[src/rtl/button_encoder.sv]
// Four-button front end: two-flop synchroniser, debounce FSM with chord lockout,
// and a 2-bit colour encoder that emits one KEY_VALID pulse per accepted press.
module button_encoder #(
  parameter int DB_CYCLES = 200000,
  parameter int CNT_W     = 18
) (
  input  logic       CLK,
  input  logic       RST_N,
  input  logic [3:0] BTN,
  input  logic       EN,
  output logic [1:0] KEY,
  output logic       KEY_VALID,
  output logic       PRESSED
);

  typedef enum logic [1:0] {
    IDLE     = 2'd0,
    DB_PRESS = 2'd1,
    HELD     = 2'd2,
    WAIT_REL = 2'd3
  } state_t;

  localparam logic [CNT_W-1:0] CNT_LAST = CNT_W'(DB_CYCLES - 1);
  localparam logic [CNT_W-1:0] CNT_ONE  = CNT_W'(1);

  logic [3:0]       s1_q, s2_q;
  logic [3:0]       cap_q;
  logic [CNT_W-1:0] cnt_q;
  logic [1:0]       key_q;
  logic             kv_q;
  logic             pressed_q;
  state_t           state_q;

  logic is_zero, is_onehot, is_multi, cnt_last;

  always_ff @(posedge CLK or negedge RST_N) begin
    if (!RST_N) begin
      s1_q <= 4'b0000;
      s2_q <= 4'b0000;
    end else begin
      s1_q <= BTN;
      s2_q <= s1_q;
    end
  end

  // A nonzero value with no bit left after clearing its lowest set bit is one-hot.
  assign is_zero   = (s2_q == 4'b0000);
  assign is_onehot = !is_zero && ((s2_q & (s2_q - 4'd1)) == 4'b0000);
  assign is_multi  = !is_zero && !is_onehot;
  assign cnt_last  = (cnt_q == CNT_LAST);

  function automatic logic [1:0] encode(input logic [3:0] onehot);
    if (onehot[3])      return 2'd3;
    else if (onehot[2]) return 2'd2;
    else if (onehot[1]) return 2'd1;
    else                return 2'd0;
  endfunction

  always_ff @(posedge CLK or negedge RST_N) begin
    if (!RST_N) begin
      state_q   <= IDLE;
      cnt_q     <= '0;
      cap_q     <= 4'b0000;
      key_q     <= 2'd0;
      kv_q      <= 1'b0;
      pressed_q <= 1'b0;
    end else begin
      kv_q <= 1'b0;
      case (state_q)
        IDLE: begin
          if (is_onehot) begin
            state_q <= DB_PRESS;
            cap_q   <= s2_q;
            cnt_q   <= '0;
          end else if (is_multi) begin
            state_q <= WAIT_REL;
            cnt_q   <= '0;
          end
        end
        DB_PRESS: begin
          if (s2_q == cap_q) begin
            if (cnt_last) begin
              state_q   <= HELD;
              key_q     <= encode(cap_q);
              kv_q      <= EN;
              pressed_q <= 1'b1;
            end else begin
              cnt_q <= cnt_q + CNT_ONE;
            end
          end else if (is_zero) begin
            state_q <= IDLE;
          end else if (is_onehot) begin
            cap_q <= s2_q;
            cnt_q <= '0;
          end else begin
            state_q <= WAIT_REL;
            cnt_q   <= '0;
          end
        end
        HELD: begin
          // Any change while held (release or an extra button) goes through lockout.
          if (s2_q != cap_q) begin
            state_q   <= WAIT_REL;
            cnt_q     <= '0;
            pressed_q <= 1'b0;
          end
        end
        WAIT_REL: begin
          if (!is_zero) begin
            cnt_q <= '0;
          end else if (cnt_last) begin
            state_q <= IDLE;
          end else begin
            cnt_q <= cnt_q + CNT_ONE;
          end
        end
        default: state_q <= IDLE;
      endcase
    end
  end

  assign KEY       = key_q;
  assign KEY_VALID = kv_q;
  assign PRESSED   = pressed_q;

endmodule

[config.mk]
export PLATFORM = sky130hd
export DESIGN_NAME = button_encoder
export DESIGN_NICKNAME = d
export VERILOG_FILES = /design/src/rtl/button_encoder.sv
export SDC_FILE = /design/constraint.sdc
export NUM_CORES = 1
export LEC_CHECK = 0
export CAP_MARGIN = 10
export CORE_AREA = 3 3 102 55
export CTS_CLUSTER_SIZE = 28
export DETAILED_ROUTE_END_ITERATION = 8
export DIE_AREA = 0 0 105 58
export GPL_ROUTABILITY_DRIVEN = 0
export PLACE_DENSITY = 0.66
export SYNTH_ARGS = -nofsm -noshare
export SYNTH_HDL_FRONTEND = slang
export SYNTH_SLANG_ARGS = --single-unit
[constraint.sdc]
create_clock -name CLK -period 1.85 [get_ports CLK]
set_input_delay 0.555 -clock CLK [delete_from_list [all_inputs] [get_ports CLK]]
set_output_delay 0.555 -clock CLK [all_outputs]
set_load 0.02 [all_outputs]
==> metrics.cfg <==
[yosys]
synth-compound-area-share=0.1747
synthFlopType=dfrtp_1
seq_area_frac_synth=0.4694
synth_edf_count=0
syn_inst=188
synthMuxAreaShare=0.04563
synth_seq_cells=36
synth_top_family_by_area=simple AND/OR/NAND/NOR gates
synth.top_cell.area_share=0.4694
async_flop_share=1.000
yosysTopAreaCell=dfrtp_1
syn_area_per_cell_um2=10.21
synth-simple-area-share=0.2073
syn_nets=196
synth_warnings=0
synth_cell_type_count=46
yosys-top-cells-area=dfrtp_1, nand3_1, a21oi_1
synth_adder_area_share=0.006519
syn-cell-area_um2=1919
synthXorXnorAreaFrac=0.03520

[die]
die-area_um2=6090
die_width_um=105
core_um2=4820
start_util=0.3982
die_h_um=58
row_count=18
io_pins=11

[final_layout]
fin_cells=309
num-nets-final=246
antenna_cells=0
syn_to_final_growth_pct=31.62
final_common_cell=buf_4
drive_gt1_frac=0.3096
layout_common_cells=buf_4, dfrtp_1, a21oi_1
fillers=452

[global_route]
grt_pass1_vias=1662
grt_usage=0.1611
antenna_found_initial=0
grt_pass1_wl_um=7693
overflow=0
grt_max_degree=37

[run_status]
failed_checks=setup timing
status=complete, but fails checks

[timing]
tightest_slew_ns=0.4443
relSlewSlack=0.7038
fmax_mhz=513.8
drv_slew=0
fin_crit_ns=1.946
setup_ws_ns=-0.09630
post-route-period-util=1.052
rsz0062_at_grt=true
skew_ns=0.01085
finalHoldViolations=0
setup_viol=18

[clocking]
clk_latency_ns=0.30
cts-htree-levels=2
cts-root-buf=clkbuf_8
clock_tree.buffer_depth=2
numCtsBuffers=5
clock-sinks=36
clk_transition_reported_paths_ns=0.08
cts.hold.buffers_added=0
cts_tree=done

[drt]
vias_per_cell=5.557
firstDrtPassIters=4
drtAntennaViolNets=0
post_drt_wl_per_cell_um=14.66
routed_wl_um=4531
via_count=1717
drt-initial-drc-count=118
drc=0

[setup_path]
timing.rr.start=s2_q[0]$_DFF_PN0_
cp.arrival_ns=2.12
ff2ff_path_depth=5
slowest_stage=or4_4
crit_start=s2_q[0]$_DFF_PN0_
worstSetupEndpointType=register
required_ns=2.02
reg2reg_to=cnt_q[14]$_DFFE_PN0P_
critPathCapture=cnt_q[14]$_DFFE_PN0P_
crit_chain=or4_4 -> a21o_1 -> mux2_4 -> nand4_1 -> o22ai_1
slowest_delay_ns=0.55
path_class=reg -> reg
reg2reg_slack_ns=-0.1
crit_path_start_kind=register
worst-path-max-fanout=6

[placement]
pre_cts_slack_ns=-0.1445
io_buffers=10
dp_hpwl_um=3180
dp_cells=297

[job]
cap_violations=0

[power_and_ir_drop]
peakVddDrop_uv=344.9
leakagePower_nw=1.049
p_per_area_nw_per_um2=592.6

[hold_path]
hold_path.class=in -> async

==> sequential cells by signal, indices dropped and copies added, names as in the netlist <==
name,cells
s2_q,4
KEY,2
cap_q,4
PRESSED,1
KEY_VALID,1
state_q,2
s1_q,4
cnt_q,18
==> worst min-delay path by stage <==
stage / slack (ns) / cells after the start / from / endpoint
after global routing: 0.33 / 2 / RST_N / cnt_q[15]$_DFFE_PN0P_
after floorplan: 0.26 / 0 / RST_N / KEY[0]$_DFFE_PN0P_
after detailed placement: 0.34 / 0 / s1_q[3]$_DFF_PN0_ / s2_q[3]$_DFF_PN0_
final: 0.29 / 2 / RST_N / cnt_q[15]$_DFFE_PN0P_
after CTS: 0.31 / 2 / RST_N / cnt_q[15]$_DFFE_PN0P_
after global placement: 0.33 / 0 / s1_q[3]$_DFF_PN0_ / s2_q[3]$_DFF_PN0_
==> worst max-delay path, delay by kind of cell, from the launching register on <==
family / cells / cell delay (ns)
compound gates: 2 / 0.32
simple gates: 2 / 0.76
mux: 1 / 0.30
flops: 1 / 0.45
==> cell families (layout without fill, tap and decap cells) <==
| logic type | Yosys count | in the layout |
|---|---|---|
| simple gates | 66 | 66 |
| compound gates | 52 | 52 |
| flops | 36 | 36 |
| buf+inv | 20 | 71 |
| mux | 7 | 7 |
| xor+xnor | 6 | 6 |
| fa+ha+maj | 1 | 1 |
==> routing by layer <==
layer / wire length, um / share of wire / vias up / GRT usage
met5: 0 / 0 / - / 0
met1: 1813 / 0.40 / 834 / 0.1903
met4: 176 / 0.039 / 0 / 0.08785
met3: 239 / 0.053 / 19 / 0.04116
li1: - / - / 816 / -
met2: 2301 / 0.51 / 48 / 0.2762
==> synthesized netlist by cell type, types with 2 or more instances <==
cell,number
buf_6,5
or3_1,2
xnor2_1,3
xnor2_2,2
nor2_1,5
o22ai_1,3
nor3_1,3
nand2_1,11
clkbuf_1,3
nand4_1,6
or4_1,8
inv_1,10
a41oi_1,2
nor4bb_1,2
dfrtp_1,36
mux2_2,4
mux2i_1,2
nand3_1,15
and4_1,3
a21oi_1,14
o31ai_1,7
a31oi_1,8
o21ai_1,2
nor3_2,2
and3_1,3
o21ai_0,7
==> stage by stage <==
stage	instance area [um2]	total power, mW	setup TNS [ns]	util	hold slack, ns
CTS	2487	1.510	-1.075	0.5161	0.3079
global route	2526	1.569	-3.104	0.5241	0.3284
detailed placement	2330	0.9498	-1.774	0.4834	0.3364
global placement	2330	0.9463	-0.7748	0.4834	0.3342
floorplan	1934	0.8947	-0.06177	-	0.2594
finish	2526	1.497	-1.047	0.5241	0.2884
==> power breakdown <==
| part | switching [mW] | internal [mW] | total (mW) |
|---|---|---|---|
| Combinational | 0.0585 | 0.0623 | 0.121 |
| Clock | 0.286 | 0.269 | 0.555 |
| Sequential | 0.0169 | 0.804 | 0.821 |
| Total | 0.362 | 1.14 | 1.50 |
==> timing repair <==
| action | 4_1_cts | 5_1_grt |
|---|---|---|
| cloned | 0 | 1 |
| gates resized for setup | 18 | 8 |
| buffers inserted | 2 | 1 |
| endpoints found under the setup margin | 26 | 29 |
| pin swaps | 5 | 4 |
==> layout make-up <==
type / count / area, um2 / area share
flip-flops and latches: 36 / 904.6 / 0.3581
clock inverters: 1 / 8.758 / 0.003467
inverters: 10 / 37.54 / 0.01486
well taps: 70 / 87.58 / 0.03467
clock buffers: 7 / 76.32 / 0.03021
repair buffers: 53 / 431.7 / 0.1709
multi-input cells: 132 / 979.7 / 0.3878
No activity file was read; power rests on OpenSTA's default activity.
